===== src/rtl/kyber_pkg.sv =====
// Shared Kyber constants and the modular halving helper used by the NTT datapath.
package kyber_pkg;

    localparam int   KY_Q      = 3329;
    localparam int   KY_WID    = 12;
    localparam logic MODE_NTT  = 1'b1;
    localparam logic MODE_INTT = 1'b0;

    // x/2 mod q for odd q: an odd x is made even by adding q before the shift.
    // Done in 32 bits so callers of any width up to 31 bits cannot overflow.
    function automatic logic [31:0] halfq(input logic [31:0] x, input logic [31:0] q);
        logic [31:0] y;
        y = x[0] ? (x + q) : x;
        return y >> 1;
    endfunction

endpackage


===== src/rtl/butterfly_pipe_if.sv =====
// Stream interface of the butterfly: operand beat in, result beat out, plus busy.
interface butterfly_pipe_if import kyber_pkg::*; #(
    parameter int WID     = KY_WID,
    parameter int TAG_WID = 8
);
    logic               in_valid;
    logic               in_ready;
    logic               mode;
    logic [WID-1:0]     u;
    logic [WID-1:0]     t;
    logic [WID-1:0]     w;
    logic [TAG_WID-1:0] in_tag;
    logic               out_valid;
    logic               out_ready;
    logic [WID-1:0]     s0;
    logic [WID-1:0]     s1;
    logic [TAG_WID-1:0] out_tag;
    logic               busy;

    modport master (
        output in_valid, mode, u, t, w, in_tag, out_ready,
        input  in_ready, out_valid, s0, s1, out_tag, busy
    );

    modport slave (
        input  in_valid, mode, u, t, w, in_tag, out_ready,
        output in_ready, out_valid, s0, s1, out_tag, busy
    );
endinterface


===== src/rtl/mod_barrett_red.sv =====
// Registered Barrett reduction of a 2*WID-bit product (< Q^2) to a residue < Q.
module mod_barrett_red import kyber_pkg::*; #(
    parameter int WID = KY_WID,
    parameter int Q   = KY_Q
) (
    input  logic               clk,
    input  logic               rst,
    input  logic               en,
    input  logic [2*WID-1:0]   x,
    output logic [WID-1:0]     r
);
    localparam int              PW = 4*WID + 2;
    localparam logic [PW-1:0]   K  = PW'((64'd1 << (2*WID)) / 64'(Q));
    localparam logic [2*WID-1:0] QX = (2*WID)'(Q);
    localparam logic [WID+1:0]  QR = (WID+2)'(Q);

    logic [PW-1:0]  xk;
    logic [WID-1:0] qe;
    logic [WID+1:0] r0, r1, r2;

    // Quotient estimate undershoots by at most 2, so the remainder is < 3Q.
    always_comb begin
        xk = PW'(x) * K;
        qe = WID'(xk >> (2*WID));
        r0 = (WID+2)'(x - (2*WID)'(qe) * QX);
        r1 = (r0 >= QR) ? (r0 - QR) : r0;
        r2 = (r1 >= QR) ? (r1 - QR) : r1;
    end

    // Single output register, advanced together with the surrounding pipeline.
    always_ff @(posedge clk or negedge rst) begin
        if (!rst)
            r <= '0;
        else if (en)
            r <= WID'(r2);
    end

endmodule


===== src/rtl/butterfly_pipe.sv =====
// Mixed-mode Kyber butterfly: CT for NTT, GS with folded 1/2 for INTT, equal latency.
module butterfly_pipe import kyber_pkg::*; #(
    parameter int WID        = KY_WID,
    parameter int Q          = KY_Q,
    parameter int MUL_STAGES = 2,
    parameter int TAG_WID    = 8
) (
    input  logic           clk,
    input  logic           rst,
    butterfly_pipe_if.slave bus
);
    localparam int PW = 2*WID;

    logic               adv;
    logic               v1, m1;
    logic [WID-1:0]     u1, t1, w1;
    logic [TAG_WID-1:0] g1;
    logic [WID-1:0]     a1, d1, b1;

    logic               mv [MUL_STAGES];
    logic               mm [MUL_STAGES];
    logic [WID-1:0]     mx [MUL_STAGES];
    logic [TAG_WID-1:0] mg [MUL_STAGES];
    logic [PW-1:0]      mp [MUL_STAGES];
    logic               any_mv;

    logic               rv, rm;
    logic [WID-1:0]     rx, rp;
    logic [TAG_WID-1:0] rg;
    logic [WID-1:0]     f0, f1;

    function automatic logic [WID-1:0] addq(input logic [WID-1:0] a, input logic [WID-1:0] b);
        logic [WID:0] s;
        s = {1'b0, a} + {1'b0, b};
        if (s >= (WID+1)'(Q))
            s = s - (WID+1)'(Q);
        return WID'(s);
    endfunction

    function automatic logic [WID-1:0] subq(input logic [WID-1:0] a, input logic [WID-1:0] b);
        logic [WID:0] s;
        s = {1'b0, a} - {1'b0, b};
        if (s[WID])
            s = s + (WID+1)'(Q);
        return WID'(s);
    endfunction

    assign adv          = !bus.out_valid | bus.out_ready;
    assign bus.in_ready = adv;

    // Stage-1 pre-add/sub for GS and per-beat multiplier operand select.
    always_comb begin
        a1 = addq(u1, t1);
        d1 = subq(u1, t1);
        b1 = (m1 == MODE_NTT) ? t1 : d1;
    end

    // Valid bits: the only pipeline state that must be cleared by reset.
    always_ff @(posedge clk or negedge rst) begin
        if (!rst) begin
            v1 <= 1'b0;
            for (int i = 0; i < MUL_STAGES; i++)
                mv[i] <= 1'b0;
            rv <= 1'b0;
        end else if (adv) begin
            v1    <= bus.in_valid;
            mv[0] <= v1;
            for (int i = 1; i < MUL_STAGES; i++)
                mv[i] <= mv[i-1];
            rv <= mv[MUL_STAGES-1];
        end
    end

    // Data path: operands, product shift register and aligned sideband (u or a, mode, tag).
    always_ff @(posedge clk) begin
        if (adv) begin
            m1    <= bus.mode;
            u1    <= bus.u;
            t1    <= bus.t;
            w1    <= bus.w;
            g1    <= bus.in_tag;
            mm[0] <= m1;
            mx[0] <= (m1 == MODE_NTT) ? u1 : a1;
            mg[0] <= g1;
            mp[0] <= PW'(w1) * PW'(b1);
            for (int i = 1; i < MUL_STAGES; i++) begin
                mm[i] <= mm[i-1];
                mx[i] <= mx[i-1];
                mg[i] <= mg[i-1];
                mp[i] <= mp[i-1];
            end
            rm <= mm[MUL_STAGES-1];
            rx <= mx[MUL_STAGES-1];
            rg <= mg[MUL_STAGES-1];
        end
    end

    mod_barrett_red #(.WID(WID), .Q(Q)) u_red (
        .clk (clk),
        .rst (rst),
        .en  (adv),
        .x   (mp[MUL_STAGES-1]),
        .r   (rp)
    );

    // Final stage: CT add/sub of the reduced product, or GS halving of both legs.
    always_comb begin
        f0 = '0;
        f1 = '0;
        if (rm == MODE_NTT) begin
            f0 = addq(rx, rp);
            f1 = subq(rx, rp);
        end else begin
            f0 = WID'(halfq(32'(rx), 32'(Q)));
            f1 = WID'(halfq(32'(rp), 32'(Q)));
        end
    end

    // Output register; holds its contents while the downstream stalls.
    always_ff @(posedge clk or negedge rst) begin
        if (!rst) begin
            bus.out_valid <= 1'b0;
            bus.s0        <= '0;
            bus.s1        <= '0;
            bus.out_tag   <= '0;
        end else if (adv) begin
            bus.out_valid <= rv;
            bus.s0        <= f0;
            bus.s1        <= f1;
            bus.out_tag   <= rg;
        end
    end

    // Reduce the multiplier-stage valid bits for busy.
    always_comb begin
        any_mv = 1'b0;
        for (int i = 0; i < MUL_STAGES; i++)
            any_mv = any_mv | mv[i];
    end

    assign bus.busy = v1 | any_mv | rv | bus.out_valid;

endmodule


===== src/flat_wrapper.sv =====
// flat-port wrapper written by rule: the top's interface ports become plain ports
module butterfly_pipe_flat import kyber_pkg::*;
#(
    parameter int WID        = KY_WID,
    parameter int Q          = KY_Q,
    parameter int MUL_STAGES = 2,
    parameter int TAG_WID    = 8
)
  (clk, rst, bus_in_valid, bus_mode, bus_u, bus_t, bus_w, bus_in_tag, bus_out_ready, bus_in_ready, bus_out_valid, bus_s0, bus_s1, bus_out_tag, bus_busy);
  butterfly_pipe_if #(.WID(WID), .TAG_WID(TAG_WID)) bus_i ();
  input  logic clk;
  input  logic rst;
  input wire logic [$bits(bus_i.in_valid)-1:0] bus_in_valid;
  input wire logic [$bits(bus_i.mode)-1:0] bus_mode;
  input wire logic [$bits(bus_i.u)-1:0] bus_u;
  input wire logic [$bits(bus_i.t)-1:0] bus_t;
  input wire logic [$bits(bus_i.w)-1:0] bus_w;
  input wire logic [$bits(bus_i.in_tag)-1:0] bus_in_tag;
  input wire logic [$bits(bus_i.out_ready)-1:0] bus_out_ready;
  output wire logic [$bits(bus_i.in_ready)-1:0] bus_in_ready;
  output wire logic [$bits(bus_i.out_valid)-1:0] bus_out_valid;
  output wire logic [$bits(bus_i.s0)-1:0] bus_s0;
  output wire logic [$bits(bus_i.s1)-1:0] bus_s1;
  output wire logic [$bits(bus_i.out_tag)-1:0] bus_out_tag;
  output wire logic [$bits(bus_i.busy)-1:0] bus_busy;
  assign bus_i.in_valid = bus_in_valid;
  assign bus_i.mode = bus_mode;
  assign bus_i.u = bus_u;
  assign bus_i.t = bus_t;
  assign bus_i.w = bus_w;
  assign bus_i.in_tag = bus_in_tag;
  assign bus_i.out_ready = bus_out_ready;
  assign bus_in_ready = bus_i.in_ready;
  assign bus_out_valid = bus_i.out_valid;
  assign bus_s0 = bus_i.s0;
  assign bus_s1 = bus_i.s1;
  assign bus_out_tag = bus_i.out_tag;
  assign bus_busy = bus_i.busy;
  butterfly_pipe #(.WID(WID), .Q(Q), .MUL_STAGES(MUL_STAGES), .TAG_WID(TAG_WID)) u_core (.clk(clk), .rst(rst), .bus(bus_i));
endmodule

===== config.mk =====
export PLATFORM = sky130hd
export DESIGN_NAME = butterfly_pipe_flat
export DESIGN_NICKNAME = d
export VERILOG_FILES = /design/src/rtl/kyber_pkg.sv /design/src/rtl/butterfly_pipe_if.sv /design/src/rtl/mod_barrett_red.sv /design/src/rtl/butterfly_pipe.sv /design/src/flat_wrapper.sv
export SDC_FILE = /design/constraint.sdc
export NUM_CORES = 1
export LEC_CHECK = 0
export ABC_AREA = 1
export BUFFER_PORTS_ARGS = -buffer_cell sky130_fd_sc_hd__buf_2
export CAP_MARGIN = 10
export CORE_UTILIZATION = 40
export DETAILED_ROUTE_END_ITERATION = 8
export GPL_TIMING_DRIVEN = 0
export SLEW_MARGIN = 0
export SYNTH_ARGS = -nofsm -noshare
export SYNTH_HDL_FRONTEND = slang
export SYNTH_HIERARCHICAL = 1
export SYNTH_SLANG_ARGS = --single-unit

===== constraint.sdc =====
create_clock -name clk -period 26.8 [get_ports clk]
set_input_delay 2.68 -clock clk [delete_from_list [all_inputs] [get_ports clk]]
set_output_delay 2.68 -clock clk [all_outputs]
set_load 0.005 [all_outputs]

==> key figures <==
Synthesis
  • Post-synthesis sequential area ratio: 24.3%
  • Post-synth EDFFs: 156
  • Syn Std Cell Area: around 24,000 um^2
  • Synth area leaders: fa_1 (20%), edfxtp_1 (19%), ha_1 (14%)
  • Syn Nets: 3,418
  • Cells after Synth: around 2,800
  • Async SR Flop Fraction: a little under a quarter
  • Flops & latches, synth: just over 200
  • Syn_area_per_cell: ~8.5 um^2
  • Synth cell types: 60
  • YS warnings: 6
  • Top_reg_cell synth: edfxtp_1
  • Share of the synthesized area in the top cell type: approximately a fifth
  • Post-synth top area cell: fa_1

Timing
  • WHS: ~0.4 ns
  • Fin crit period: 10.47 ns
  • Worst slew margin: 34.1%
  • Final hold vios: 0
  • Crit share post-route: 39.1%
  • Setup TNS: 0 ns
  • FMAX: 95.5 MHz
  • Final setup fails: 0
  • RSZ-0062 raised after global routing: no
  • Clock Skew: around 0.019 ns
  • Slew Viols, Final: 0
  • Slew @ Worst Pin: between 0.9 and 1 ns

Layout
  • Number of antenna diodes: 0
  • Share of layout cells above drive strength 1: between 10% and 20%
  • Filler cell count in the final layout: roughly 5,800
  • Final std cells w/o fill: approximately 3,700
  • Most frequent cells in the layout: nand2_1 (638), inv_1 (523), ha_1 (281)
  • Layout Nets: approximately 3,500
  • Most common cell after layout, fill and taps aside: nand2_1
  • Area growth syn-to-layout: 9.13%

Drt
  • WL final: 56.8 mm
  • Via count: 18,707
  • DR pass1 iterations: 5
  • WL per Instance: roughly 15 um
  • Routed Antenna Nets: 0
  • Iter 0 DRT Violations: 1,094
  • DRC: 0
  • Vias/cell: between 4 and 5

Placed design
  • Port buffer count: slightly above 80
  • Gpl congestion: slightly above 0.9
  • Placed insts: ~3,700
  • Hpwl dp: approximately 48 mm

Setup path
  • Most used cell, CP: nand2_1
  • Worst setup EP type: flip-flop
  • Critical path fanouts, max: 10
  • Slowest Stage Delay on Critical Path: 0.68 ns
  • Crit-path slowest cell: fa_1
  • CP Buf/Inv Count: 8
  • Crit path launch type: flip-flop
  • WP data required: 27.21 ns
  • Crit path DAT: ~11 ns
  • Setup CP Type: flip-flop to flip-flop
  • CP top delay family: adder cells

Floorplanning
  • Die area: just over 60,000 um^2
  • # rows: 89
  • Core Footprint: approximately 60,000 um^2
  • Top-level port count: 84
  • Die width: 248 um
  • Die height: approximately 250 um
  • Starting Density: between 40% and 50%

Clocking
  • TritonCTS clock tree: done
  • CTS max path bufs: 3
  • CTS clk-pin slew, worst paths: 0.06 ns
  • Post-CTS Setup Bufs: 0
  • Hold_buf cts: 0
  • Root Driver: clkbuf_16
  • CTS sink cnt: around 200
  • CTS H-Tree Depth: 1
  • Clk_lat worst skew: approximately 0.54 ns
  • Resized Gates After CTS: 0
  • Num CTS Buffers: 23

GRT
  • Largest net degree at the start of global routing: 76
  • Vias in the first global route: around 19,000
  • First-pass GRT wire length: 94.2 mm
  • Total gr overflow: 0
  • GRT Total Usage: between 15 and 20%
  • Initial antenna violation count: 0

Hold path
  • Worst Hold Class: flip-flop to flip-flop

Status
  • Status: complete, no violations

Job
  • Max cap viols: 0
-- cells in the mapped netlist, types with 13 or more instances --
cell      instances
nand2_2          40
edfxtp_1        156
xor2_1           78
nor2_1          196
ha_1            281
a21oi_1         107
nand4_1          51
nand3_1         140
nand2_1         638
inv_2            26
nor2_2           13
inv_1           523
xnor2_1          21
nor3_1           16
a21oi_2          14
a31oi_1          16
fa_1            239
clkbuf_1         14
o21ai_0          62
dfrtp_1          49
-- cell families (layout without fill, tap and decap cells) --
kind of cell,count (synthesis),count (layout),synth area share [%]
simple gates,1161,1161,21.4
buf+inv,605,732,9.90
fa+ha+maj,520,520,34.2
compound gates,250,250,6.03
flops,205,205,24.3
xor+xnor,108,108,4.17
-- through the flow --
step                      util, %  cell area (um^2)  setup WS (ns)
final                        44.6             26500          16.33
after global routing         44.6             26500          15.58
after CTS                    44.5             26500          16.33
after detailed placement     43.3             25700          16.38
after global placement       43.2             25700          14.03
after floorplan                 -             24300          16.49
-- routing by layer --
metal	vias to the layer above	wire, um	GRT usage (%)
met3	52	2620	2.42
met5	-	0	0
met1	9033	26500	25.9
li1	9231	-	-
met2	391	26800	31.4
met4	0	820	2.80
-- final timing paths --
kind                                             from                             to  slack, ns  cells past startpoint
min in group asynchronous                         rst   u_core/bus.s1[3]$_DFFE_PN0P_       2.00                      1
hold / removal              u_core/mx[0][4]$_DFFE_PP_      u_core/mx[1][4]$_DFFE_PP_       0.41                      0
hold reg to reg             u_core/mx[0][4]$_DFFE_PP_      u_core/mx[1][4]$_DFFE_PP_       0.41                      0
setup / recovery           u_core/mp[0][35]$_DFFE_PP_  u_core/u_red/r[3]$_DFFE_PN0P_      16.33                     50
max in group asynchronous                         rst  u_core/u_red/r[0]$_DFFE_PN0P_      24.29                      2
setup reg to reg           u_core/mp[0][35]$_DFFE_PP_  u_core/u_red/r[3]$_DFFE_PN0P_      16.33                     50
-- final cells by class --
cell class	instances	area [um^2]	area share, %
buffer	51	328	1.24
inverter	554	2080	7.85
tap	773	967	3.65
timing repair buffer	86	490	1.85
sequential	205	5910	22.3
multi-input combinational	2039	16000	60.3
clock inverter	13	153	0.576
clock buffer	28	604	2.28
-- registers in the layout (all words and copies together) (netlist names), 12 cells and up --
| signal | count |
|---|---|
| u_core/bus.s0 | 12 |
| u_core/bus.s1 | 12 |
| u_core/mg | 16 |
| u_core/mp | 48 |
| u_core/mx | 24 |
| u_core/rx | 12 |
| u_core/t1 | 12 |
| u_core/u1 | 12 |
| u_core/u_red/r | 12 |
| u_core/w1 | 12 |
-- worst register-to-register path, delay by kind of cell (launching register included) --
| family | cells | cell delay, ns |
|---|---|---|
| buffers and inverters | 8 | 0.52 |
| DFF | 1 | 0.62 |
| adders and majority gates | 12 | 5.04 |
| xor gates and xnor gates | 3 | 1.01 |
| AOI/OAI and AO/OA | 2 | 0.57 |
| and+or+nand+nor | 25 | 2.60 |
Power is left out: the tool's default activity adds up to more than one toggle a clock period on the data nets, which glitch-free logic cannot reach.
